--- config.mk ---
export PLATFORM = sky130hd
export DESIGN_NAME = cmd_phys
export DESIGN_NICKNAME = d
export VERILOG_FILES = /design/src/rtl/sd_cmd_pkg.sv /design/src/rtl/crc7_serial.sv /design/src/rtl/cmd_phys.sv
export SDC_FILE = /design/constraint.sdc
export NUM_CORES = 1
export LEC_CHECK = 0
export ABC_AREA = 1
export CAP_MARGIN = 40
export CELL_PAD_IN_SITES_DETAIL_PLACEMENT = 1
export CELL_PAD_IN_SITES_GLOBAL_PLACEMENT = 1
export CORE_UTILIZATION = 40
export CTS_BUF_LIST = sky130_fd_sc_hd__clkbuf_8
export CTS_CLUSTER_DIAMETER = 40
export DETAILED_ROUTE_END_ITERATION = 16
export DONT_BUFFER_PORTS = 1
export PLACE_DENSITY_LB_ADDON = 0.15
export SLEW_MARGIN = 20
export SYNTH_ARGS = -nofsm -noshare
export SYNTH_HDL_FRONTEND = slang
export SYNTH_SLANG_ARGS = --single-unit
--- constraint.sdc ---
create_clock -name clock -period 3.6 [get_ports clock]
set_input_delay 0.72 -clock clock [delete_from_list [all_inputs] [get_ports clock]]
set_output_delay 0.72 -clock clock [all_outputs]
set_load 0.1 [all_outputs]
--- src/rtl/sd_cmd_pkg.sv ---
// Shared SD command-line definitions: FSM state encoding, frame geometry and the
// CRC7 generator polynomial with its single-bit update step.
package sd_cmd_pkg;

    typedef enum logic [2:0] {
        ST_IDLE      = 3'd0,
        ST_LOAD      = 3'd1,
        ST_SEND      = 3'd2,
        ST_TURN      = 3'd3,
        ST_WAIT_RESP = 3'd4,
        ST_RECV      = 3'd5,
        ST_DELIVER   = 3'd6,
        ST_REL_WAIT  = 3'd7
    } cmd_state_e;

    localparam int FRAME_W = 48;
    localparam int TOKEN_W = 40;
    localparam int CRC_W   = 7;

    // x^7 + x^3 + 1 with the implicit x^7 term dropped
    localparam logic [CRC_W-1:0] CRC7_POLY = 7'h09;

    function automatic logic [CRC_W-1:0] crc7_step(input logic [CRC_W-1:0] crc,
                                                   input logic din);
        logic fb;
        fb = din ^ crc[CRC_W-1];
        return {crc[CRC_W-2:0], 1'b0} ^ (fb ? CRC7_POLY : 7'h00);
    endfunction

endpackage

--- src/rtl/crc7_serial.sv ---
// Bit-serial CRC7 accumulator; clear seeds the register to zero and, if enable is
// also high, folds the current bit into that zero seed in the same cycle.
module crc7_serial
    import sd_cmd_pkg::*;
(
    input  logic             clock,
    input  logic             reset,
    input  logic             clear,
    input  logic             enable,
    input  logic             bit_in,
    output logic [CRC_W-1:0] crc
);

    logic [CRC_W-1:0] crc_r;

    // CRC register update
    always_ff @(posedge clock or negedge reset) begin
        if (!reset) begin
            crc_r <= 7'h00;
        end else if (clear) begin
            crc_r <= enable ? crc7_step(7'h00, bit_in) : 7'h00;
        end else if (enable) begin
            crc_r <= crc7_step(crc_r, bit_in);
        end
    end

    assign crc = crc_r;

endmodule

--- src/rtl/cmd_phys.sv ---
// SD CMD-line physical layer: serialises a 40-bit command token with CRC7 and end
// bit, then captures the 48-bit response. Optional response CRC/end-bit check and
// crc_err port are enabled with `define CMD_PHYS_RESP_CRC_CHECK_EN.
module cmd_phys
    import sd_cmd_pkg::*;
#(
    parameter int RESP_TIMEOUT = 64,
    parameter int TURNAROUND   = 2
) (
    input  logic               clock,
    input  logic               reset,
    input  logic               req_in,
    input  logic [TOKEN_W-1:0] cmd_in,
    output logic               ack_out,
    output logic               req_out,
    output logic [TOKEN_W-1:0] cmd_out,
    input  logic               ack_in,
    output logic               cmd_pin_out,
    output logic               cmd_pin_oe,
    input  logic               cmd_pin_in,
    output logic               idle_out,
    output logic               timeout_err
`ifdef CMD_PHYS_RESP_CRC_CHECK_EN
    ,
    output logic               crc_err
`endif
);

    localparam int TMO_W = $clog2(RESP_TIMEOUT + 1);
    localparam logic [TMO_W-1:0] TMO_LAST  = TMO_W'(RESP_TIMEOUT - 1);
    localparam logic [5:0]       TURN_LAST = 6'(TURNAROUND - 1);

    cmd_state_e         state_r, state_next_s;
    logic [FRAME_W-1:0] shift_r;
    logic [5:0]         bit_cnt_r;
    logic [TMO_W-1:0]   tmo_cnt_r;
    logic               ack_r, req_r, pin_r, oe_r, idle_r, timeout_r;
    logic [TOKEN_W-1:0] cmd_out_r;
    logic               crc_clr_s, crc_en_s, crc_bit_s;
    logic [CRC_W-1:0]   crc_s;
`ifdef CMD_PHYS_RESP_CRC_CHECK_EN
    logic               crc_err_r;
`endif

    crc7_serial u_crc (
        .clock  (clock),
        .reset  (reset),
        .clear  (crc_clr_s),
        .enable (crc_en_s),
        .bit_in (crc_bit_s),
        .crc    (crc_s)
    );

    // State register
    always_ff @(posedge clock or negedge reset) begin
        if (!reset) begin
            state_r <= ST_IDLE;
        end else begin
            state_r <= state_next_s;
        end
    end

    // Next-state and CRC control. The pin register runs one bit ahead of the
    // CRC, so token bits 1..39 are folded in during SEND counts 0..38.
    always_comb begin
        state_next_s = state_r;
        crc_clr_s    = 1'b0;
        crc_en_s     = 1'b0;
        crc_bit_s    = 1'b0;
        case (state_r)
            ST_IDLE: begin
                if (req_in) state_next_s = ST_LOAD;
                else        state_next_s = ST_IDLE;
            end
            ST_LOAD: begin
                state_next_s = ST_SEND;
                crc_clr_s    = 1'b1;
                crc_en_s     = 1'b1;
                crc_bit_s    = shift_r[FRAME_W-1];
            end
            ST_SEND: begin
                crc_en_s  = (bit_cnt_r < 6'd39);
                crc_bit_s = shift_r[FRAME_W-1];
                if (bit_cnt_r == 6'd47) state_next_s = ST_TURN;
                else                    state_next_s = ST_SEND;
            end
            ST_TURN: begin
                if (bit_cnt_r == TURN_LAST) state_next_s = ST_WAIT_RESP;
                else                        state_next_s = ST_TURN;
            end
            ST_WAIT_RESP: begin
                if (!cmd_pin_in) begin
                    state_next_s = ST_RECV;
                    crc_clr_s    = 1'b1;
                    crc_en_s     = 1'b1;
                    crc_bit_s    = cmd_pin_in;
                end else if (tmo_cnt_r == TMO_LAST) begin
                    state_next_s = ST_DELIVER;
                end else begin
                    state_next_s = ST_WAIT_RESP;
                end
            end
            ST_RECV: begin
                crc_en_s  = (bit_cnt_r < 6'd40);
                crc_bit_s = cmd_pin_in;
                if (bit_cnt_r == 6'd47) state_next_s = ST_DELIVER;
                else                    state_next_s = ST_RECV;
            end
            ST_DELIVER: begin
                if (ack_in) state_next_s = ST_REL_WAIT;
                else        state_next_s = ST_DELIVER;
            end
            ST_REL_WAIT: begin
                if (!ack_in) state_next_s = ST_IDLE;
                else         state_next_s = ST_REL_WAIT;
            end
            default: state_next_s = ST_IDLE;
        endcase
    end

    // Datapath, counters and registered outputs
    always_ff @(posedge clock or negedge reset) begin
        if (!reset) begin
            shift_r   <= 48'h0;
            bit_cnt_r <= 6'd0;
            tmo_cnt_r <= '0;
            ack_r     <= 1'b0;
            req_r     <= 1'b0;
            pin_r     <= 1'b1;
            oe_r      <= 1'b0;
            idle_r    <= 1'b1;
            timeout_r <= 1'b0;
            cmd_out_r <= 40'h0;
`ifdef CMD_PHYS_RESP_CRC_CHECK_EN
            crc_err_r <= 1'b0;
`endif
        end else begin
            idle_r    <= (state_next_s == ST_IDLE);
            timeout_r <= 1'b0;
            // ack follows the request level, not the serial progress
            if (state_r == ST_IDLE && req_in) ack_r <= 1'b1;
            else if (!req_in)                 ack_r <= 1'b0;

            case (state_r)
                ST_IDLE: begin
                    if (req_in) begin
                        shift_r   <= {cmd_in, 8'h00};
                        bit_cnt_r <= 6'd0;
`ifdef CMD_PHYS_RESP_CRC_CHECK_EN
                        crc_err_r <= 1'b0;
`endif
                    end
                end
                ST_LOAD: begin
                    pin_r     <= shift_r[FRAME_W-1];
                    shift_r   <= {shift_r[FRAME_W-2:0], 1'b0};
                    oe_r      <= 1'b1;
                    bit_cnt_r <= 6'd0;
                end
                ST_SEND: begin
                    if (bit_cnt_r == 6'd47) begin
                        oe_r      <= 1'b0;
                        pin_r     <= 1'b1;
                        bit_cnt_r <= 6'd0;
                    end else if (bit_cnt_r == 6'd39) begin
                        // CRC is complete here; queue its tail and the end bit
                        pin_r     <= crc_s[CRC_W-1];
                        shift_r   <= {crc_s[CRC_W-2:0], 1'b1, 41'd0};
                        bit_cnt_r <= bit_cnt_r + 6'd1;
                    end else begin
                        pin_r     <= shift_r[FRAME_W-1];
                        shift_r   <= {shift_r[FRAME_W-2:0], 1'b0};
                        bit_cnt_r <= bit_cnt_r + 6'd1;
                    end
                end
                ST_TURN: begin
                    if (bit_cnt_r == TURN_LAST) begin
                        bit_cnt_r <= 6'd0;
                        tmo_cnt_r <= '0;
                    end else begin
                        bit_cnt_r <= bit_cnt_r + 6'd1;
                    end
                end
                ST_WAIT_RESP: begin
                    if (!cmd_pin_in) begin
                        shift_r   <= {shift_r[FRAME_W-2:0], cmd_pin_in};
                        bit_cnt_r <= 6'd1;
                    end else if (tmo_cnt_r == TMO_LAST) begin
                        timeout_r <= 1'b1;
                        cmd_out_r <= 40'h0;
                        req_r     <= 1'b1;
                    end else begin
                        tmo_cnt_r <= tmo_cnt_r + {{(TMO_W-1){1'b0}}, 1'b1};
                    end
                end
                ST_RECV: begin
                    shift_r <= {shift_r[FRAME_W-2:0], cmd_pin_in};
                    if (bit_cnt_r == 6'd47) begin
                        cmd_out_r <= shift_r[FRAME_W-2:CRC_W];
                        req_r     <= 1'b1;
`ifdef CMD_PHYS_RESP_CRC_CHECK_EN
                        crc_err_r <= (shift_r[CRC_W-1:0] != crc_s) || (cmd_pin_in != 1'b1);
`endif
                    end else begin
                        bit_cnt_r <= bit_cnt_r + 6'd1;
                    end
                end
                ST_DELIVER: begin
                    if (ack_in) req_r <= 1'b0;
                end
                ST_REL_WAIT: begin
                    bit_cnt_r <= 6'd0;
                end
                default: begin
                    oe_r  <= 1'b0;
                    pin_r <= 1'b1;
                end
            endcase
        end
    end

    assign ack_out     = ack_r;
    assign req_out     = req_r;
    assign cmd_out     = cmd_out_r;
    assign cmd_pin_out = pin_r;
    assign cmd_pin_oe  = oe_r;
    assign idle_out    = idle_r;
    assign timeout_err = timeout_r;
`ifdef CMD_PHYS_RESP_CRC_CHECK_EN
    assign crc_err     = crc_err_r;
`endif

endmodule
======== Yosys cells after proc, flatten, opt, wreduce, memory -nomap -nowiden ========
Cells that the tools add are included.
word-level totals
  register bits ........................... 117
  bits in latches ......................... 0
  bits in writable memories ............... 0
  memory bits (read-only) ................. 0
  input port bits ......................... 45
  output and inout port bits .............. 46
  logic and storage cells ................. 111
  memories kept ........................... 0
cells by class
  add/sub/neg operators ................... 2
  $mul .................................... 0
  div/mod/pow operators ................... 0
  order comparisons ....................... 2
  eq/ne operators ......................... 23
  shift-type cells ........................ 0
  multiplexer cells ....................... 52
  bitwise gates (word level) .............. 2
  reduce and logical (&&, ||, !) cells .... 18
operators with widths
  cell                 number
  $pmux 48 s5          1
  $mux 48              4
  $mux 40              3
  $pmux 40 s2          1
  $mux 7               6
  $pmux 6 s6           1
  $mux 6               5
  $pmux 3 s8           1
  $ne 2x2->1 const B   11
  $mux 1               16
  $reduce_and 4->1     4
  $pmux 7 s2           1
  $eq 3x3->1 const B   4
  $eq 6x6->1 const B   2
  $lt 6x6->1 const B   2
  $mux 4               2
  $pmux 1 s2           4
  $reduce_bool 2->1    4
  $add 7x1->7 const B  1
  $eq 7x6->1 const B   1
  $xor 7x7->7          1
  $add 6x1->6 const B  1
  $eq 3x2->1 const B   2
  $eq 6x1->1 const B   1
  15 further kinds     20

======== Longest topological paths before layout ========
  depth after elaboration ................. 8
  depth in mapped cells ................... 11

======== Modules after synthesis ========
A second synthesis with hierarchy kept.
unflattened totals
  cells, all modules ...................... 731
  area, all modules ....................... 5978.2 µm²
modules (own cells, without submodules)
  module       times used  cells each  area an instance (µm²)  seq. area each (µm²)
  cmd_phys     1           692         5641.7                  2755.1
  crc7_serial  1           39          336.6                   175.2

======== Least setup slack after synthesis ========
OpenSTA, ideal clock, no wires.
  path type ............................... register to register
  start ................................... register bit_cnt_r[0]
  end ..................................... register shift_r[8]
  data arrival time ....................... 1.558 ns
  required time ........................... 3.473 ns
  setup slack ............................. 1.915 ns
  cell stages (with the launch flop) ...... 10
  path buffers ............................ 2
  period minus slack after synthesis ...... 1.685 ns
  cells stage by stage .................... dfrtp_1 -> ha_1 -> nand2_1 -> nor2_1 -> nand2_1 -> nor2_2 -> nor3_4 -> buf_6 -> buf_4 -> a31oi_1
between the ends
  cells in the longest elaborated chain, start to end .. 4
  elaborated cells between the ends (all ways) .. 7
RTL lines
  what                    line             RTL
  from (decl)             cmd_phys.sv:35   logic [5:0] bit_cnt_r;
  from (signal assigned)  cmd_phys.sv:169  bit_cnt_r <= bit_cnt_r + 6'd1;
  from (signal assigned)  cmd_phys.sv:173  bit_cnt_r <= bit_cnt_r + 6'd1;
  from (signal assigned)  cmd_phys.sv:181  bit_cnt_r <= bit_cnt_r + 6'd1;
  $eq 6x6->1              cmd_phys.sv:165  end else if (bit_cnt_r == 6'd39) begin
  $mux 48                 cmd_phys.sv:165
  $mux 48                 cmd_phys.sv:161  if (bit_cnt_r == 6'd47) begin
  $pmux 48 s5             cmd_phys.sv:144  case (state_r)
  to (signal assigned)    cmd_phys.sv:147  shift_r <= {cmd_in, 8'h00};
  to (signal assigned)    cmd_phys.sv:168  shift_r <= {crc_s[CRC_W-2:0], 1'b1, 41'd0};
  to (signal assigned)    cmd_phys.sv:172  shift_r <= {shift_r[FRAME_W-2:0], 1'b0};
  to (decl)               cmd_phys.sv:34   logic [FRAME_W-1:0] shift_r;
Parallel ways exist; a longest one is shown, timed or not. The select of a mux whose other input is x is not followed.
A chain may end at the register's enable or synchronous reset.

======== Final worst setup path ========
  start ................................... register bit_cnt_r[0]
  end ..................................... register shift_r[19]
Same word-level chain as after synthesis.

==> impl_metrics.tcl <==
set metrics [dict create \
    status "complete, no violations" \
    drt_first_iter_violations 282 \
    design_area_mm2 0.00698 \
    die_h_um 119 \
    p_total_mw 5.42 \
    powerDensity_mw_per_mm2 778 \
    ant_nets 0 \
    synth_top_area_share 0.524 \
    start_util 0.413 \
    cp_max_fo 32 \
    synthArstFlopShare 1.00 \
    required_ns 3.95 \
    die_area_mm2 0.0142 \
    dp_hpwl_um 9880 \
    n_antenna_cell 0 \
    drt-total-wl_um 14900 \
    ys_warn_count 0 \
    grt_overflow 0 \
    synth_ff_type "dfrtp_1" \
    synth_area_leaders "dfrtp_1 (52%), nand2_1 (14%), o21ai_0 (5.4%)" \
    p_leak_nw 3.29 \
    syn_avg_cell_area_um2 8.31 \
    min_period_ns 2.43 \
    synthesis.area_mm2 0.00549 \
    hold_ws_ns 0.131 \
    start_kind "flip-flop" \
    synth.distinct_cells 32 \
    crit_type "reg -> reg" \
    multiInputGateArea_mm2 0.00214 \
    cts_tree "done" \
    finalCritPeriodShare 0.674 \
    htree_levels 4 \
    syn-num-nets 709 \
    clk_latency_ns 0.43 \
    nFillCells 1559 \
    grt_first_pass_wirelength_um 24900 \
    finalNonFillerCells 909 \
    pin_count 91 \
    die_w_um 119 \
    synth_top_area_cell "dfrtp_1" \
    r2r-start "bit_cnt_r[0]" \
    final_util 0.525 \
    drc 0 \
    slew_violations 0 \
    tightest_slew_ns 0.903 \
    clockBufferDepth 2 \
    cts.sinks 117 \
    clkTransAtPathRegs_ns 0.07 \
    slowest_delay_ns 0.43 \
    synthToLayoutAreaGrowth_pct 27.1 \
    portBuffers 0 \
    post_drt_wl_per_cell_um 16.4 \
    reg2reg_depth 10 \
    cp.arrival_ns 2.78 \
    nNetsFinal 769 \
    max_freq_mhz 412 \
    grt_pass1_vias 4977 \
    worstPathCellList "ha_1 > nand2_1 > inv_1 > nand3_1 > inv_1 > o21bai_4 > inv_2 > o21ai_0 > nand2_1 > o21ai_0" \
    place_inst 859 \
    setup-violations-final 0 \
    cts_resized 0 \
    root_buffer "clkbuf_8" \
    timing.final.ws_setup_ns 1.17 \
    finalClockSkew_ns 0.00605 \
    drive_gt1_frac 0.117 \
    vias_per_cell 5.14 \
    postSynthCellCount 661 \
    grt_max_degree 116 \
    rsz0062_at_grt "false" \
    pre_cts_ws_ns 1.21 \
    hp-class "in -> async" \
    ys_seq_area_frac 0.534 \
    core_area_mm2 0.0133 \
    timing.critical_path.from "bit_cnt_r[0]" \
    rows 42 \
    max_slew_margin 0.398 \
    place.gp.congestion 0.793 \
    critPathCaptureType "flip-flop" \
    regArea_mm2 0.00293 \
    finalHoldViolations 0 \
    synth_edf_count 0 \
    ys_top_cells_by_count "nand2_1 (202), dfrtp_1 (115), inv_1 (66)" \
    placed_cell_area_mm2 0.00643 \
    maxCapViolCount 0 \
    num_vias 4669 \
    yosysMostFrequentCell "nand2_1" \
    synth.ff_latch_count 117 \
    grt_use_total 0.223 \
    fin_tns_setup_ns 0 \
    drt_first_pass_iters 4 \
    grt_antenna_before_repair 1 \
    slowest_stage "dfrtp_1" \
    cts_buffers 17 \
    vdd_drop_max_mv 0.455 \
    postCtsSetupBuffers 0 \
]
[logic make-up after synthesis]
| family | count (synthesis) | share of synthesized area |
|---|---|---|
| adders and majority gates | 3 | 0.00684 |
| AOI/OAI and AO/OA | 142 | 0.155 |
| and+or+nand+nor | 294 | 0.221 |
| xor gates and xnor gates | 3 | 0.00479 |
| buffers and inverters | 102 | 0.0793 |
| DFF | 117 | 0.534 |
[report_power, final]
group / switching, mW / internal, mW
registers: 0.295 / 1.68
logic: 1.63 / 0.712
clock network: 0.506 / 0.596
total: 2.44 / 2.99
[registers in the layout (all words and copies together), names as in the netlist]
signal,flops
state_r,3
shift_r,48
cmd_pin_oe,1
tmo_cnt_r,7
timeout_err,1
bit_cnt_r,6
req_out,1
ack_out,1
idle_out,1
u_crc.crc,7
cmd_pin_out,1
cmd_out,40
[cell type report]
class / instances / area share
clock buffer: 21 / 0.0414
multi-input combinational: 442 / 0.307
sequential: 117 / 0.420
inverter: 72 / 0.0387
clock inverter: 10 / 0.00968
timing repair buffer: 71 / 0.152
tap: 176 / 0.0316
[repair_timing]
item | CTS | global route
endpoints found under the setup margin | 0 | 0
hold buffers | 1 | 0
hold endpoints to repair | 115 | 0
[critical path: cells and delay by family, from the launching register on]
family | cells | cell delay (ns)
flip-flops | 1 | 0.43
AO/OA/AOI/OAI | 3 | 0.78
adder cells (fa/ha/maj) | 1 | 0.25
AND/OR/NAND/NOR | 3 | 0.37
buffers and inverters | 3 | 0.52
[cell usage in the layout (no fill, tap or decap)]
cell type | synthesis | layout
nand3_2 | 0 | 1
dfstp_2 | 2 | 2
clkbuf_1 | 9 | 14
bufinv_16 | 0 | 1
o21ai_1 | 19 | 19
dfrtp_1 | 115 | 115
a31oi_1 | 8 | 8
buf_1 | 0 | 19
or2_2 | 1 | 1
inv_2 | 6 | 6
nand2_1 | 202 | 202
a21oi_1 | 11 | 11
clkinv_2 | 0 | 3
nor2_2 | 7 | 5
a22oi_1 | 1 | 1
o21ai_0 | 59 | 59
nand2_4 | 1 | 1
clkbuf_8 | 0 | 21
nand3_1 | 28 | 27
nor3_1 | 7 | 7
buf_12 | 0 | 1
a21boi_0 | 5 | 5
and3_1 | 1 | 1
nand4_1 | 6 | 6
inv_1 | 66 | 72
nor2_4 | 0 | 2
buf_4 | 3 | 5
o31ai_1 | 33 | 33
nor3_4 | 1 | 1
o2111ai_1 | 1 | 1
o211ai_1 | 2 | 2
xor2_1 | 3 | 3
o311ai_0 | 2 | 2
o21bai_4 | 1 | 1
nand2_2 | 3 | 3
clkbuf_16 | 0 | 1
nor2_1 | 37 | 37
ha_1 | 3 | 3
buf_16 | 0 | 31
[per-layer routing]
| layer | vias up | global-route usage | routed length, µm |
|---|---|---|---|
| li1 | 2280 | - | - |
| met1 | 2291 | 0.288 | 6810 |
| met2 | 77 | 0.371 | 7400 |
| met3 | 19 | 0.0426 | 433 |
| met4 | 2 | 0.0815 | 210 |
| met5 | - | 0 | 14 |
[final timing paths]
check / slack [ns] / end
hold reg to reg: 0.49 / shift_r[0]
min in group clock: 0.37 / req_out
hold / removal: 0.13 / cmd_pin_out
max in group asynchronous: 2.89 / cmd_out[25]
setup reg to reg: 1.17 / shift_r[19]
setup / recovery: 1.17 / shift_r[19]
Note: power is estimated with default switching activity, not from simulation.
